## src/rtl/clasificador_vc.sv

```systemverilog
// Virtual-channel classifier: pops words from the input FIFO and pushes each one
// into VC0 or VC1 according to its class bit, with head-of-line blocking on pause.
module clasificador_vc #(
    parameter int DATA_WIDTH  = 6,
    parameter int SEL_BIT     = 5,
    parameter int CNT_WIDTH   = 8,
    parameter int INIT_CYCLES = 2
) (
    input  logic                  clk,
    input  logic                  reset,
    input  logic [DATA_WIDTH-1:0] data_in,
    input  logic                  in_empty,
    output logic                  in_pop,
    input  logic                  VC0_pause,
    input  logic                  VC1_pause,
    output logic [DATA_WIDTH-1:0] VC0_data,
    output logic                  VC0_push,
    output logic [DATA_WIDTH-1:0] VC1_data,
    output logic                  VC1_push,
    output logic [CNT_WIDTH-1:0]  cnt_vc0,
    output logic [CNT_WIDTH-1:0]  cnt_vc1,
    output logic                  idle
);

    typedef enum logic {
        INIT   = 1'b0,
        ACTIVE = 1'b1
    } state_t;

    localparam logic [3:0] INIT_LAST = 4'(INIT_CYCLES - 1);

    state_t     state_r;
    logic [3:0] init_cnt_r;
    logic       cls_s;
    logic       pause_sel_s;
    logic       pop_vc0_s;
    logic       pop_vc1_s;

    // Only the pause of the head word's own VC matters; the other one is ignored.
    function automatic logic pause_for(input logic cls, input logic p0, input logic p1);
        return cls ? p1 : p0;
    endfunction

    assign cls_s       = data_in[SEL_BIT];
    assign pause_sel_s = pause_for(cls_s, VC0_pause, VC1_pause);

    // Reset is gated in so the input FIFO is never popped while reset is asserted.
    assign in_pop    = (state_r == ACTIVE) && !reset && !in_empty && !pause_sel_s;
    assign pop_vc0_s = in_pop && !cls_s;
    assign pop_vc1_s = in_pop && cls_s;

    assign idle = (state_r == ACTIVE) && in_empty && !VC0_push && !VC1_push;

    // Start-up sequencing plus the registered push stage and push counters.
    always_ff @(posedge clk) begin
        if (reset) begin
            state_r    <= INIT;
            init_cnt_r <= 4'd0;
            VC0_push   <= 1'b0;
            VC1_push   <= 1'b0;
            VC0_data   <= '0;
            VC1_data   <= '0;
            cnt_vc0    <= '0;
            cnt_vc1    <= '0;
        end else begin
            case (state_r)
                INIT: begin
                    if (init_cnt_r == INIT_LAST) begin
                        state_r <= ACTIVE;
                    end else begin
                        init_cnt_r <= init_cnt_r + 4'd1;
                    end
                end
                ACTIVE: begin
                    state_r <= ACTIVE;
                end
                default: begin
                    state_r    <= INIT;
                    init_cnt_r <= 4'd0;
                end
            endcase

            VC0_push <= pop_vc0_s;
            VC1_push <= pop_vc1_s;

            if (pop_vc0_s) begin
                VC0_data <= data_in;
                cnt_vc0  <= cnt_vc0 + CNT_WIDTH'(1);
            end

            if (pop_vc1_s) begin
                VC1_data <= data_in;
                cnt_vc1  <= cnt_vc1 + CNT_WIDTH'(1);
            end
        end
    end

endmodule

```

## config.mk

```make
export PLATFORM = sky130hd
export DESIGN_NAME = clasificador_vc
export DESIGN_NICKNAME = d
export VERILOG_FILES = /design/src/rtl/clasificador_vc.sv
export SDC_FILE = /design/constraint.sdc
export NUM_CORES = 1
export LEC_CHECK = 0
export BUFFER_PORTS_ARGS = -buffer_cell sky130_fd_sc_hd__buf_2
export CORE_MARGIN = 2
export CORE_UTILIZATION = 50
export DETAILED_ROUTE_END_ITERATION = 8
export PLACE_DENSITY = 0.75
export SYNTH_ARGS = -nofsm -noshare
export SYNTH_HDL_FRONTEND = slang
export SYNTH_SLANG_ARGS = --single-unit
```

## constraint.sdc

```tcl
create_clock -name clk -period 2.1 [get_ports clk]
set_input_delay 0.105 -clock clk [delete_from_list [all_inputs] [get_ports clk]]
set_output_delay 0.105 -clock clk [all_outputs]
set_load 0.005 [all_outputs]
```

## Yosys cells after proc, flatten, opt, wreduce, memory -nomap -nowiden

Index checks and enable logic that the tools add are counted.

- Bitwise gates (word level): 2
- Equal/unequal tests: 1
- Add/subtract/negate cells: 3
- Reduce and logical (&&, ||, !) cells: 15
- Mux-type cells: 3

Operators by type and width:

| cell | number |
|---|---|
| $add 8x1->8 const B | 2 |
| $logic_and 1x1->1 | 8 |
| $logic_not 1->1 | 6 |
| $add 4x1->4 const B | 1 |
| $eq 4x1->1 const B | 1 |
| $mux 1 | 2 |
| $not 1->1 | 2 |
| $pmux 1 s2 | 1 |
| $reduce_and 2->1 | 1 |

- Flip-flop bits (word level): 35
- Output and inout port bits: 32
- Bits of input ports: 11

## Longest topological paths before layout

Gate-level depths: netlist (run 1).

- Depth after elaboration: 5
- Mapped depth: 5
- Mapped depth without buffers: 5

## Least setup slack after synthesis (run 1)

OpenSTA, ideal clock, no wires.

- Kind: register to register
- Start: reg state_r
- End: reg cnt_vc0[6]
- Path buffers: 1
- Arrival: 1.512 ns
- Path slack: 0.517 ns
- Stages on the path, launching flop included: 5
- Cell sequence: dfxtp_1 or4b_1 clkbuf_1 or4_1 a21oi_1

- Longest elaborated chain between the ends: 4

Ends and longest elaborated chain:

| item | RTL line | source |
|---|---|---|
| from (decl) | 32 | `state_t state_r;` |
| from (signal assigned) | 57 | `state_r <= INIT;` |
| from (signal assigned) | 69 | `state_r <= ACTIVE;` |
| from (signal assigned) | 75 | `state_r <= ACTIVE;` |
| $logic_and 1x1->1 (3 in a row) | 48 | `assign in_pop = (state_r == ACTIVE) && !reset && !in_empty && !pause_sel_s;` |
| $logic_and 1x1->1 | 49 | `assign pop_vc0_s = in_pop && !cls_s;` |
| to (signal assigned) | 88 | `cnt_vc0 <= cnt_vc0 + CNT_WIDTH'(1);` |
| to (decl) | 20 | `output logic [CNT_WIDTH-1:0] cnt_vc0,` |

No other way between the ends.
A chain may end at the register's enable or synchronous reset.

## Worst setup path after layout (run 1)

- Start: reg state_r
- End: out in_pop

- Longest elaborated chain between the ends: 3

Ends and longest elaborated chain:

| item | RTL line | source |
|---|---|---|
| $logic_and 1x1->1 (3 in a row) | 48 |  |
| to (decl) | 13 | `output logic in_pop,` |

No other way between the ends.

==> flow_metrics.tcl, run 1 <==
set metrics [dict create \
    holdBufCountCts 5 \
    max_cap_violations 0 \
    buffer_ports.inserted 42 \
    clock_path_buffers 2 \
    critPathArrivalTime_ps 1790 \
    min_delay_path_depth 2 \
    cell_with_the_most_instances_after_synthesis "sky130_fd_sc_hd__dfxtp_1" \
    floorplan.initialDensity 0.5250 \
    drt_pre_antenna_iters 4 \
    syn_inst 160 \
    r2r_setup_slack_ps 310 \
    post_route_cells_drive_above_1_share 0.2714 \
    setup_total_negative_slack_ps 0 \
    numClockSinks 35 \
    synthFlopType "sky130_fd_sc_hd__dfxtp_1" \
    worst_slew_pin_slew_ps 547.4 \
    worst-path-max-fanout 9 \
    routed_wl_um 3426 \
    cts_resized 0 \
    final_nets 224 \
    worst_setup_hold_path_clk_slew_ps 100 \
    fin_area_um2 1821 \
    crit_slowest_cell "sky130_fd_sc_hd__or4b_1" \
    yosysWarnings 0 \
    final-hold-violation-count 0 \
    worst_setup_path_startpoint "state_r" \
    coreArea_um2 2758 \
    ctsRootBufferMaster "sky130_fd_sc_hd__clkbuf_4" \
    ys_seq_area_frac 0.4840 \
    report.final.setup_viol 0 \
    syn-num-nets 175 \
    die_height_um 57.81 \
    grt.busiest_layer "met2" \
    static_leakage_power_uw 0.0008043 \
    reg2regPathDepth 4 \
    grt_pass1_wl_um 5644 \
    synth_top_area_share 0.4840 \
    grt.met1_usage 0.2432 \
    clk-insertion-delay-late_ps 340 \
    globalRouteMet2Util 0.3880 \
    worstReg2RegStart "state_r" \
    floorplan.die_area_um2 3341 \
    final_antenna_net_count 0 \
    post_cts.repair.setup_buffers 0 \
    detailedRoute.firstIterationViolations 66 \
    grt_max_degree 25 \
    synth_top_cells_by_count "sky130_fd_sc_hd__dfxtp_1, sky130_fd_sc_hd__a21oi_1, sky130_fd_sc_hd__nand2_1" \
    timing.critical_path.cells "or4b_1, buf_4, a21oi_1, buf_2" \
    ys_types 29 \
    gr-usage-all-layers 0.2215 \
    period_needed_ps 1893 \
    first_global_vias 1327 \
    synth_area_leaders "sky130_fd_sc_hd__dfxtp_1, sky130_fd_sc_hd__a21oi_1, sky130_fd_sc_hd__or4_1" \
    number_of_enable_type_register_cells_in_the_synthesized_netlist 0 \
    grt_met3_use 0.05580 \
    crit_path_start_kind "flop" \
    place_congestion 0.8090 \
    ir_drop_worst_vdd_mv 0.5909 \
    timing.final.crit_share 0.9014 \
    grt_setup_unrepaired "no" \
    async_flop_share 0 \
    num-fill-cells 256 \
    post-synth-top-area-cell "sky130_fd_sc_hd__dfxtp_1" \
    worstSetupPathDepth 4 \
    power_density_nw_per_um2 746.5 \
    io_pins 43 \
    status "complete, no violations" \
    finClkSkew_ps 6.032 \
    slew-limit-headroom 0.6343 \
    sequential_cell_area_um2 700.7 \
    layout-area-overhead-vs-synth_pct 25.76 \
    critPathCapture "in_pop" \
    fmaxAchievable_ghz 0.5283 \
    slew_violations 0 \
    hpwl_um 2388 \
    cts_tree "built" \
    critPathBufInv 2 \
    placement_rows 19 \
    mean_area_per_synthesized_cell_um2 9.048 \
    cts-htree-levels 2 \
    placed_cell_area_um2 1702 \
    postSynthRegisterBits 35 \
    number_of_remaining_drc_errors 0 \
    timing.critical_path.required_ps 2000 \
    synth_area_um2 1448 \
    count_of_vias_placed_by_the_detailed_router 1380 \
    overflow 0 \
    grt_antenna_before_repair 0 \
    final_core_utilization 0.6602 \
    setup.worst_path.end_class "primary output" \
    cpLargestDelayFamily "simple AND/OR/NAND/NOR gates" \
    via_per_inst 5.726 \
    kind_of_critical_path "flop to primary output" \
    critical_path.max_stage_delay_ps 610 \
    end_of_the_worst_register_to_register_path "cnt_vc1[6]" \
    area_of_combinational_cells_with_multiple_inputs_um2 695.7 \
    die_width_um 57.81 \
    hold_class "input pin to flop" \
    number_of_buffers_created_by_cts 5 \
    num_antenna_cells 0 \
    avgRoutedWirePerCell_um 14.22 \
]
==> area by class of cell <==
cell class | count | area share
Inverter | 5 | 0.01031
Timing Repair Buffer | 52 | 0.1636
Tap cell | 31 | 0.02131
Multi-Input combinational cell | 110 | 0.3821
Clock buffer | 8 | 0.03780
Sequential cell | 35 | 0.3849
==> per-stage QoR <==
step                setup slack [ps]  hold WS (ps)  power, µW  instances
global route                   123.3         127.4       1430        241
global placement               437.1         321.8      932.3        228
finish                         207.1         123.4       1359        241
detailed placement             344.5         322.4      949.5        228
CTS                            197.9         114.9       1370        241
floorplan                      517.2         215.4      871.8        160
==> cells by family (layout without fill, tap and decap cells) <==
group,Yosys count,after routing,share of synthesized area
muxes,1,1,0.007778
buffers and inverters,15,65,0.03975
DFF,35,35,0.4840
AOI/OAI and AO/OA,42,42,0.1755
and+or+nand+nor,60,60,0.2403
adders and majority gates,4,4,0.03457
xor gates and xnor gates,3,3,0.01815
==> worst min-delay path by stage <==
stage                     startpoint          end  slack [ps]
after detailed placement  data_in[2]  VC1_data[2]         320
final                          reset   cnt_vc0[0]         120
after global placement    data_in[2]  VC1_data[2]         320
after floorplan           data_in[0]  VC1_data[0]         220
after CTS                      reset   cnt_vc0[7]         110
after global routing           reset   cnt_vc0[0]         130
==> worst reg2reg max path: stages, from the launching register on <==
cell	delay, ps
sky130_fd_sc_hd__dfxtp_1	340
sky130_fd_sc_hd__buf_4	160
sky130_fd_sc_hd__nand4bb_1	410
sky130_fd_sc_hd__or4_1	650
sky130_fd_sc_hd__a21oi_1	170
==> per-layer routing <==
| layer | vias to the layer above | part of all wire |
|---|---|---|
| met1 | 640 | 0.42 |
| met5 | - | 0 |
| li1 | 674 | - |
| met3 | 11 | 0.066 |
| met2 | 55 | 0.48 |
| met4 | 0 | 0.028 |
==> placed cells by master, fill, tap and decap left out, drive strengths merged, types with 4 or more instances in the layout <==
cell         netlist  routed
a21o               7       7
a21oi             21      21
buf                2      47
clkbuf             8       8
dfxtp             35      35
dlygate4sd3        0       5
ha                 4       4
inv                5       5
nand2             17      17
nand3              4       4
nor2               8       8
nor3b              8       8
o21ai              4       4
o31ai              8       8
or4                9       9
==> power by group <==
| part | leakage, µW | switching [µW] | internal, µW |
|---|---|---|---|
| Sequential | 0.000283 | 33.1 | 701 |
| Combinational | 0.000483 | 109 | 98.7 |
| Clock | 0.0000386 | 220 | 197 |
| Total | 0.000804 | 363 | 996 |
==> sequential cells by signal, summed over array words and instances, names as in the netlist <==
register    count
VC0_data        6
VC0_push        1
VC1_data        6
VC1_push        1
cnt_vc0         8
cnt_vc1         8
init_cnt_r      4
state_r         1
Note: power is estimated with default switching activity, not from simulation.
==> run 2, diff against run 1 <==
--- a/config.mk
+++ b/config.mk
@@ -11,2 +11,3 @@
 export DETAILED_ROUTE_END_ITERATION = 8
+export GPL_ROUTABILITY_DRIVEN = 0
 export PLACE_DENSITY = 0.75
--- a/constraint.sdc
+++ b/constraint.sdc
@@ -3,2 +3,2 @@
 set_output_delay 0.105 -clock clk [all_outputs]
-set_load 0.005 [all_outputs]
+set_load 0.05 [all_outputs]
==> flow_metrics.tcl, run 2 (synthesis results as in run 1) <==
set metrics [dict create \
    final-hold-violation-count 0 \
    floorplan.die_area_um2 3341 \
    cts-htree-levels 2 \
    grt_pass1_wl_um 5637 \
    number_of_remaining_drc_errors 0 \
    detailedRoute.firstIterationViolations 45 \
    overflow 0 \
    max_cap_violations 0 \
    slew_violations 0 \
    drt_pre_antenna_iters 4 \
    static_leakage_power_uw 0.0007929 \
    overall_power_of_the_completed_layout_uw 1327 \
    setup.worst_path.end_class "primary output" \
    timing.final.crit_share 0.8687 \
    gr-usage-all-layers 0.2178 \
    floorplan.initialDensity 0.5250 \
    num_antenna_cells 0 \
    die_height_um 57.81 \
    timing.critical_path.required_ps 2000 \
    setup_total_negative_slack_ps 0 \
    critPathArrivalTime_ps 1720 \
    number_of_buffers_created_by_cts 5 \
    numClockSinks 35 \
    finClkSkew_ps 11.40 \
    hpwl_um 2339 \
    clock_path_buffers 2 \
    buffer_ports.inserted 42 \
    clk-insertion-delay-late_ps 330 \
    layout_commonest_cell "sky130_fd_sc_hd__buf_2" \
    coreArea_um2 2758 \
    worst_setup_path_startpoint "state_r" \
    avgRoutedWirePerCell_um 14.17 \
    worst-path-max-fanout 16 \
    hold_class "input pin to flop" \
    grt_max_degree 39 \
    ir_drop_worst_vdd_mv 0.5043 \
    crit_path_start_kind "flop" \
    power_density_nw_per_um2 739.8 \
    fmaxAchievable_ghz 0.5482 \
    most_used_cells_in_the_layout_excluding_fill_and_tap_cells "sky130_fd_sc_hd__buf_2, sky130_fd_sc_hd__dfxtp_1, sky130_fd_sc_hd__a21oi_1" \
    io_pins 43 \
    worst_setup_hold_path_clk_slew_ps 100 \
    final_antenna_net_count 0 \
    cts_tree "built" \
    hp-start "data_in[1]" \
    routed_wl_um 3387 \
    via_per_inst 5.686 \
    first_global_vias 1323 \
    worst_slew_pin_slew_ps 499.7 \
    kind_of_critical_path "flop to primary output" \
    layout-area-overhead-vs-synth_pct 23.94 \
    reg.largest.list "cnt_vc0 x8, cnt_vc1 x8" \
    post_route_cells_drive_above_1_share 0.2740 \
    worstReg2RegStart "state_r" \
    post_cts.repair.setup_buffers 0 \
    status "complete, no violations" \
    grt_antenna_before_repair 0 \
    ctsRootBufferMaster "sky130_fd_sc_hd__clkbuf_4" \
    final_nets 224 \
    report.final.setup_viol 0 \
    final_core_utilization 0.6506 \
    slew-limit-headroom 0.6662 \
    die_width_um 57.81 \
    count_of_vias_placed_by_the_detailed_router 1359 \
    placement_rows 19 \
    grt_setup_unrepaired "no" \
    period_needed_ps 1824 \
]
run 2: changes by cell type in the layout (fill, tap and decap cells not counted):
cell	change
sky130_fd_sc_hd__buf_4	+1
sky130_fd_sc_hd__or4b_4	+1
sky130_fd_sc_hd__or4b_1	-1
sky130_fd_sc_hd__dlygate4sd3_1	-1
sky130_fd_sc_hd__clkbuf_8	-2
run 2: stage by stage:
step | instance area (µm²) | setup WS [ps] | instances | hold WS [ps]
global placement | 1709 | 316.7 | 229 | 318.9
detailed placement | 1709 | 260.0 | 229 | 325.2
floorplan | 1448 | 115.8 | 160 | 215.4
global route | 1794 | 191.7 | 239 | 0.1046
CTS | 1790 | 98.86 | 239 | 0.2969
finish | 1794 | 275.8 | 239 | 11.21
run 2: path summary, 6_finish.rpt:
| check | to | slack [ps] | cells past startpoint |
|---|---|---|---|
| setup / recovery | in_pop | 280 | 3 |
| hold / removal | VC1_data[1] | 10 | 2 |
| setup reg to reg | cnt_vc0[7] | 390 | 3 |
| hold reg to reg | VC1_data[5] | 450 | 2 |
run 2: repair_timing:
item                                    in CTS  in global routing
endpoints found under the setup margin       0                  1
resized for setup                            0                  1
hold buffers                                 4                  0
hold endpoints to repair                     4                  0
run 2: cell type report:
type	count	area, µm²
clock buffer	6	41.29
inverter	5	18.77
multi-input combinational	110	699.4
fill	238	963.4
timing repair buffer	52	295.3
sequential	35	700.7
tap	31	38.79
run 2: metal layers:
| metal | global-route usage | share of wire | vias to the layer above |
|---|---|---|---|
| li1 | - | - | 675 |
| met1 | 0.2707 | 0.46 | 637 |
| met2 | 0.3506 | 0.46 | 43 |
| met3 | 0.08705 | 0.066 | 4 |
| met4 | 0.06312 | 0.0089 | 0 |
| met5 | 0 | 0 | - |
run 2: worst max-delay path, cell delays in order (launching register included):
cell                      delay (ps)
sky130_fd_sc_hd__dfxtp_1         350
sky130_fd_sc_hd__or4b_4          590
sky130_fd_sc_hd__a21oi_1         170
sky130_fd_sc_hd__buf_2           280
run 2: power breakdown:
part	total [µW]	internal [µW]	switching [µW]
sequential	734	701	33.2
combinational	267	102	165
clock	327	119	208
